<file path="src/rtl/rtc_access_scheduler.sv">
// RTC access scheduler: arbitrates buffered user writes against a
// periodic refresh sweep and drives the RTC protocol engine.
module rtc_access_scheduler #(
  parameter int         REFRESH_CYCLES = 1000000,
  parameter logic [7:0] BASE_ADDR      = 8'h21,
  parameter int         NUM_REGS       = 6,
  parameter logic [7:0] CMD_ADDR       = 8'hF0,
  parameter int         TIMEOUT        = 1024
) (
  input  logic       clk,
  input  logic       reset_n,
  input  logic       wr_req,
  input  logic [7:0] wr_addr,
  input  logic [7:0] wr_data,
  output logic       wr_ack,
  output logic       wr_busy,
  output logic       eng_start,
  output logic       eng_read,
  output logic [7:0] eng_addr,
  output logic [7:0] eng_wdata,
  input  logic       eng_done,
  input  logic [7:0] eng_rdata,
  output logic       rd_valid,
  output logic [7:0] rd_addr,
  output logic [7:0] rd_data,
  output logic       sweep_done,
  output logic       timeout_err,
  input  logic       err_clr,
  output logic       busy
);

  localparam int TW = $clog2(REFRESH_CYCLES) + 1;
  localparam int CW = $clog2(TIMEOUT) + 1;

  localparam logic [TW-1:0] RELOAD = TW'(REFRESH_CYCLES - 1);
  localparam logic [CW-1:0] WLIM   = CW'(TIMEOUT - 2);
  localparam logic [3:0]    LAST   = 4'(NUM_REGS - 1);

  localparam logic [2:0] S_IDLE      = 3'd0;
  localparam logic [2:0] S_WR_ISSUE  = 3'd1;
  localparam logic [2:0] S_WR_WAIT   = 3'd2;
  localparam logic [2:0] S_CMD_ISSUE = 3'd3;
  localparam logic [2:0] S_CMD_WAIT  = 3'd4;
  localparam logic [2:0] S_RD_ISSUE  = 3'd5;
  localparam logic [2:0] S_RD_WAIT   = 3'd6;

  logic [2:0]    state;
  logic [2:0]    state_n;
  logic          tmo;
  logic          wb_full;
  logic [7:0]    wb_addr;
  logic [7:0]    wb_data;
  logic          sweep_pending;
  logic [TW-1:0] tmr;
  logic [CW-1:0] wait_cnt;
  logic [3:0]    idx;
  logic [3:0]    nxt_idx;
  logic          is_issue;
  logic          in_wait;
  logic          rd_done;
  logic          wb_clr;

  assign is_issue = (state == S_WR_ISSUE) ||
                    (state == S_CMD_ISSUE) ||
                    (state == S_RD_ISSUE);
  assign in_wait  = (state == S_WR_WAIT) ||
                    (state == S_CMD_WAIT) ||
                    (state == S_RD_WAIT);
  assign rd_done  = (state == S_RD_WAIT) && eng_done;
  assign wb_clr   = ((state == S_WR_WAIT) && eng_done) || tmo;
  assign nxt_idx  = (state == S_CMD_WAIT) ? 4'd0 : idx + 4'd1;

  assign eng_start = is_issue;
  assign busy      = (state != S_IDLE);
  assign wr_busy   = wb_full;

  // Next-state logic; a pending write beats a pending sweep in IDLE
  always_comb begin
    state_n = state;
    tmo     = 1'b0;
    unique case (state)
      S_IDLE: begin
        if (wb_full)
          state_n = S_WR_ISSUE;
        else if (sweep_pending)
          state_n = S_CMD_ISSUE;
      end
      S_WR_ISSUE:  state_n = S_WR_WAIT;
      S_CMD_ISSUE: state_n = S_CMD_WAIT;
      S_RD_ISSUE:  state_n = S_RD_WAIT;
      S_WR_WAIT, S_CMD_WAIT, S_RD_WAIT: begin
        if (eng_done) begin
          if (state == S_CMD_WAIT)
            state_n = S_RD_ISSUE;
          else if (state == S_RD_WAIT && idx != LAST)
            state_n = S_RD_ISSUE;
          else
            state_n = S_IDLE;
        end else if (wait_cnt == WLIM) begin
          tmo     = 1'b1;
          state_n = S_IDLE;
        end
      end
      default: state_n = S_IDLE;
    endcase
  end

  // State register
  always_ff @(posedge clk or negedge reset_n) begin
    if (!reset_n)
      state <= S_IDLE;
    else
      state <= state_n;
  end

  // Wait counter: cleared while issuing, counts engine wait cycles
  always_ff @(posedge clk or negedge reset_n) begin
    if (!reset_n)
      wait_cnt <= '0;
    else if (is_issue)
      wait_cnt <= '0;
    else if (in_wait)
      wait_cnt <= wait_cnt + 1'b1;
  end

  // Sweep register index
  always_ff @(posedge clk or negedge reset_n) begin
    if (!reset_n)
      idx <= '0;
    else if (state_n == S_RD_ISSUE)
      idx <= nxt_idx;
  end

  // Engine request fields, loaded on entry to an issue state
  always_ff @(posedge clk or negedge reset_n) begin
    if (!reset_n) begin
      eng_read  <= 1'b0;
      eng_addr  <= 8'h00;
      eng_wdata <= 8'h00;
    end else if (state_n != state) begin
      case (state_n)
        S_WR_ISSUE: begin
          eng_read  <= 1'b0;
          eng_addr  <= wb_addr;
          eng_wdata <= wb_data;
        end
        S_CMD_ISSUE: begin
          eng_read  <= 1'b0;
          eng_addr  <= CMD_ADDR;
          eng_wdata <= 8'h00;
        end
        S_RD_ISSUE: begin
          eng_read  <= 1'b1;
          eng_addr  <= BASE_ADDR + {4'h0, nxt_idx};
          eng_wdata <= 8'h00;
        end
        default: ;
      endcase
    end
  end

  // Single-entry write buffer with capture acknowledge
  always_ff @(posedge clk or negedge reset_n) begin
    if (!reset_n) begin
      wb_full <= 1'b0;
      wb_addr <= 8'h00;
      wb_data <= 8'h00;
      wr_ack  <= 1'b0;
    end else begin
      wr_ack <= 1'b0;
      if (!wb_full) begin
        if (wr_req) begin
          wb_full <= 1'b1;
          wb_addr <= wr_addr;
          wb_data <= wr_data;
          wr_ack  <= 1'b1;
        end
      end else if (wb_clr) begin
        wb_full <= 1'b0;
      end
    end
  end

  // Refresh timer; a tick in the same cycle as sweep start stays pending
  always_ff @(posedge clk or negedge reset_n) begin
    if (!reset_n) begin
      tmr           <= RELOAD;
      sweep_pending <= 1'b1;
    end else begin
      if (state == S_IDLE && state_n == S_CMD_ISSUE)
        sweep_pending <= 1'b0;
      if (tmr == '0) begin
        tmr           <= RELOAD;
        sweep_pending <= 1'b1;
      end else begin
        tmr <= tmr - 1'b1;
      end
    end
  end

  // Read-data return and end-of-sweep pulse
  always_ff @(posedge clk or negedge reset_n) begin
    if (!reset_n) begin
      rd_valid   <= 1'b0;
      rd_addr    <= 8'h00;
      rd_data    <= 8'h00;
      sweep_done <= 1'b0;
    end else begin
      rd_valid   <= rd_done;
      sweep_done <= rd_done && (idx == LAST);
      if (rd_done) begin
        rd_addr <= eng_addr;
        rd_data <= eng_rdata;
      end
    end
  end

  // Sticky timeout flag; a new timeout beats a clear
  always_ff @(posedge clk or negedge reset_n) begin
    if (!reset_n)
      timeout_err <= 1'b0;
    else if (tmo)
      timeout_err <= 1'b1;
    else if (err_clr)
      timeout_err <= 1'b0;
  end

endmodule
</file>
<file path="config.mk">
export PLATFORM = sky130hd
export DESIGN_NAME = rtc_access_scheduler
export DESIGN_NICKNAME = d
export VERILOG_FILES = /design/src/rtl/rtc_access_scheduler.sv
export SDC_FILE = /design/constraint.sdc
export NUM_CORES = 1
export LEC_CHECK = 0
export BUFFER_PORTS_ARGS = -buffer_cell sky130_fd_sc_hd__buf_4
export CAP_MARGIN = 15
export CORE_MARGIN = 3
export CORE_UTILIZATION = 56
export CTS_CLUSTER_DIAMETER = 50
export DETAILED_ROUTE_END_ITERATION = 6
export GPL_ROUTABILITY_DRIVEN = 0
export PLACE_DENSITY = 0.84
export SYNTH_ARGS = -nofsm -noshare
export SYNTH_HDL_FRONTEND = slang
export SYNTH_SLANG_ARGS = --single-unit
export TNS_END_PERCENT = 30
</file>
<file path="constraint.sdc">
create_clock -name clk -period 2.4 [get_ports clk]
set_input_delay 0.12 -clock clk [delete_from_list [all_inputs] [get_ports clk]]
set_output_delay 0.12 -clock clk [all_outputs]
set_load 0.005 [all_outputs]
</file>
# Yosys cells after proc, flatten, opt, wreduce, memory -nomap -nowiden

Cells that the tools add are included.

$add $sub $neg: 4
Eq/ne operators: 13
Muxes and demuxes: 25
Bitwise logic cells: 1
Reductions and logical operators: 26

Operator list:

| cell                    | number |
|---|---|
| $pmux W8 S3             | 1 |
| $mux W11                | 2 |
| $logic_not A21 Y1       | 1 |
| $mux W21                | 1 |
| $sub A21 B1 Y21 const B | 1 |
| $mux W3                 | 6 |
| $pmux W8 S2             | 1 |
| $pmux W3 S5             | 1 |
| $eq A3 B3 Y1 const B    | 4 |
| $add A11 B1 Y11 const B | 1 |
| $eq A11 B10 Y1 const B  | 1 |
| $mux W1                 | 11 |
| $reduce_bool A2 Y1      | 5 |
| $eq A3 B2 Y1 const B    | 3 |
| $reduce_and A2 Y1       | 4 |
| $add A6 B4 Y7 const A   | 1 |
| $eq A3 B1 Y1 const B    | 2 |
| $reduce_bool A3 Y1      | 2 |
| $logic_and A1 B1 Y1     | 5 |
| $logic_or A1 B1 Y1      | 5 |
| $add A4 B1 Y4 const B   | 1 |
| $eq A4 B3 Y1 const B    | 1 |
| $mux W4                 | 1 |
| $ne A4 B3 Y1 const B    | 1 |
| 6 further kinds         | 7 |

Flip-flop bits (word level): 94
Output and inout bits: 40
Word-level logic and storage cells: 86

# Logic depth before layout (Yosys ltp)

Depth after elaboration: 10
Mapped depth: 7
Mapped depth without buffers: 7

# Worst setup path before layout

Ideal clock, no wire load.

Path kind: register to register
Start: register tmr[0]
End: register tmr[8]
Library setup time: 0.130 ns
Arrival time: 1.647 ns
Data required time: 2.270 ns
Slack: 0.622 ns
Cell stages (with the launch flop): 8
Path through: dfstp_2 -> inv_1 -> ha_1 -> nor4b_1 -> and4_2 -> and2_1 -> buf_2 -> a21oi_1

Longest elaborated chain between the ends: 2
Elaborated cells on any way between the ends: 3
Those cells by class: add/sub: 1; mux: 1; reduce/logical: 1

Ends and longest elaborated chain:

| element                                              | RTL line | RTL |
|---|---|---|
| start, declared                                      | 54       | `logic [TW-1:0] tmr;` |
| start signal, assigned                               | 196      | `tmr <= tmr - 1'b1;` |
| $sub A21 B1 Y21 or $logic_not A21 Y1 (tied branches) | 196, 192 |  |
| $mux W21 (*)                                         | 192      | `if (tmr == '0) begin` |

Every way passes the cells marked *; elsewhere a longest branch is shown, timed or not.
A chain may end at the register's enable or synchronous reset.

# Final worst setup path

Start: register tmr[0]
End: register tmr[12]

Same word-level chain as after synthesis.

==> summary.md <==
| Metric | Value |
|---|---|
| Crit path launch type | `flip-flop` |
| Power Dens Cells | `1020 nW/um2` |
| GRT Overall Usage | `23.3%` |
| Clk_skew | `0.00966 ns` |
| DIE AREA | `8970 um2` |
| Ys Warns | `0` |
| Post-synthesis mux area share | `4.57%` |
| # IOs | `69` |
| Critical path required time | `2.64 ns` |
| Min Clock Period, post-route | `2.12 ns` |
| Clock edge transition at the registers on the reported setup and hold paths | `0.10 ns` |
| # nets final | `555` |
| Lkg Pwr | `2.51 nW` |
| Vias in the first global route | `3436` |
| Worst R2R Start | `tmr[0]` |
| Synth cell types | `61` |
| CTS resizes | `0` |
| Top cell type's share of synthesized area | `46.0%` |
| Hold-fix buffers, CTS | `26` |
| Achievable clock frequency | `472 MHz` |
| First-pass GRT wire length | `16.3 mm` |
| Post-synth EDFFs | `0` |
| VDD IR-drop max | `0.624 mV` |
| Syn Std Cell Area | `4400 um2` |
| Post-detail-place hpwl | `6.43 mm` |
| Yosys top cell by area | `dfrtp_1` |
| Slew headroom | `52.0%` |
| Synth Area in Adders | `1.70%` |
| XOR/XNOR Fraction of Synth Area | `3.98%` |
| Share of layout cells above drive strength 1 | `25.0%` |
| Crit. End Element | `flip-flop` |
| Compound-Gate Fraction of Synth Area | `11.1%` |
| First-pass DRT Iterations | `4` |
| Final Hold Vio Count | `0` |
| Final Power | `5.60 mW` |
| RSZ-0062 raised after global routing | `no` |
| Core Region | `7450 um2` |
| Syn nets | `460` |
| I/O Buffers | `68` |
| Final setup violation count | `0` |
| Setup CP Type | `flip-flop to flip-flop` |
| Clk sinks | `94` |
| Main area contributors after synthesis | `dfrtp_1 46%, dfstp_2 7.8%, nand2_1 6.8%` |
| Mapped Cells | `425` |
| Total Wirelength | `9.92 mm` |
| CTS tree | `yes` |
| Share of the yosys chip area belonging to registers | `53.8%` |
| Setup crit start | `tmr[0]` |
| P&R area growth vs syn | `24.4%` |
| Routed via count | `3555` |
| Largest family of logic cells by synthesized area | `simple AND/OR/NAND/NOR gates` |
| Largest net degree at the start of global routing | `56` |
| Final Cycle Share | `88.3%` |
| Row count | `31` |
| DRC Markers | `0` |
| Type of the tightest min-delay check | `input port to flip-flop` |
| Clock latency on the worst-skew pair | `0.36 ns` |
| Post-Synth Simple-Gate Area | `22.4%` |
| # Max-Cap Violations | `0` |
| Avg Inst Size Synth | `10.4 um2` |
| Synth async-reset ratio | `100%` |
| Initial antenna violation count | `0` |
| Die Span X | `94.7 um` |
| Worst-margin pin slew | `0.720 ns` |
| H-tree depth | `3` |
| Run status | `finished, final reports clean` |
| CTS Buf Count | `9` |
| Iter 0 DRT Violations | `176` |
| CTS Root Cell | `clkbuf_8` |
| Die height | `94.7 um` |
| Routed Antenna Nets | `0` |
| Post-DR wirelength/cell | `15.9 um` |
| Primary FF master, synth | `dfrtp_1` |
| Initial Utilization | `59.1%` |
| Setup bufs post-CTS | `0` |
| GRT overflow | `0` |
| Max Fanout on Critical Path | `8` |
| Min-delay src | `wr_req` |
| N_diodes | `0` |
| Setup_tns | `0 ns` |
| Worst EP arrival | `2.36 ns` |
| Avg Vias per Cell | `5.70` |
| Post-synthesis register bit count | `94` |
| Max-slew violations | `0` |
| CTS max path bufs | `2` |
worst max-delay path, cell delays in order, from the launching register on:
cell and delay [ns]:
dfstp_2 0.39, inv_1 0.05, ha_1 0.21, nor4b_1 0.57, and4_2 0.39, and2_1 0.30, nor2_1 0.09
path summary, 6_finish.rpt:
check	endpoint	slack (ns)	depth (start not counted)
min in group asynchronous	tmr[7]	0.33	2
worst max-delay path	tmr[12]	0.28	6
worst max register to register	tmr[12]	0.28	6
max in group asynchronous	tmr[17]	1.31	3
worst min register to register	tmr[0]	0.48	1
worst min-delay path	wr_busy	0.03	3
cells in the final DEF (no fill, tap or decap), types with 5 or more instances in the layout:
cell type      count
nand2_1           80
xnor2_1            7
o21ai_0           16
clkbuf_8           9
a21oi_1            9
nor2b_1            5
xor2_1            13
dfstp_2           13
buf_4             75
dfrtp_1           81
nor2_1            33
mux2_2            17
nand3_1           14
ha_1               6
inv_1              7
dlygate4sd3_1     26
nand4_1           11
nor3_1             8
a22o_1             8
cells by family after synthesis:
family / Yosys count
and+or+nand+nor: 192
DFF: 94
AOI/OAI and AO/OA: 69
buffers and inverters: 26
xor gates and xnor gates: 20
muxes: 18
adders and majority gates: 6
stage by stage:
stage | cell area [um2] | instances | util (%) | hold slack [ns] | setup slack, ns
floorplan | 4400 | 425 | - | -0.176 | 0.622
global placement | 5030 | 582 | 67.6 | 0.211 | 0.427
detailed placement | 5030 | 582 | 67.6 | 0.218 | 0.335
CTS | 5480 | 624 | 73.6 | 0.0112 | 0.309
global route | 5480 | 624 | 73.6 | 0.0137 | 0.126
finish | 5480 | 624 | 73.6 | 0.0309 | 0.280
report_power, final:
part / internal [mW] / switching (mW) / total (mW)
clock: 0.397 / 0.582 / 0.979
combinational: 1.07 / 1.08 / 2.14
sequential: 2.08 / 0.397 / 2.48
sequential cells by signal, indices dropped and copies added, names as in the netlist, 4 cells and up:
name	count
wb_addr	8
eng_wdata	8
rd_data	8
rd_addr	8
tmr	21
idx	4
eng_addr	8
wait_cnt	11
wb_data	8
Yosys cell counts, drive strengths merged (9+ instances only):
cell	count
nand4	11
nor2	33
nand3	15
a21oi	9
xor2	13
mux2	17
dfrtp	81
o21ai	16
buf	10
nand2	80
dfstp	13
final cells by class:
type,instances,area (um2)
Multi-Input combinational cell,305,1930
Inverter,8,30.0
Clock inverter,6,55.1
Timing Repair Buffer,102,843
Clock buffer,10,128
Tap cell,99,124
Fill cell,494,1970
Sequential cell,94,2370
routing by layer:
layer	vias to the layer above	share of wire, %	GRT usage [%]
li1	1691	-	-
met1	1736	44	31.1
met2	115	50	38.1
met3	13	4.7	5.90
met4	0	1.3	6.01
met5	-	0	0
(Power assumes the default switching activity.)
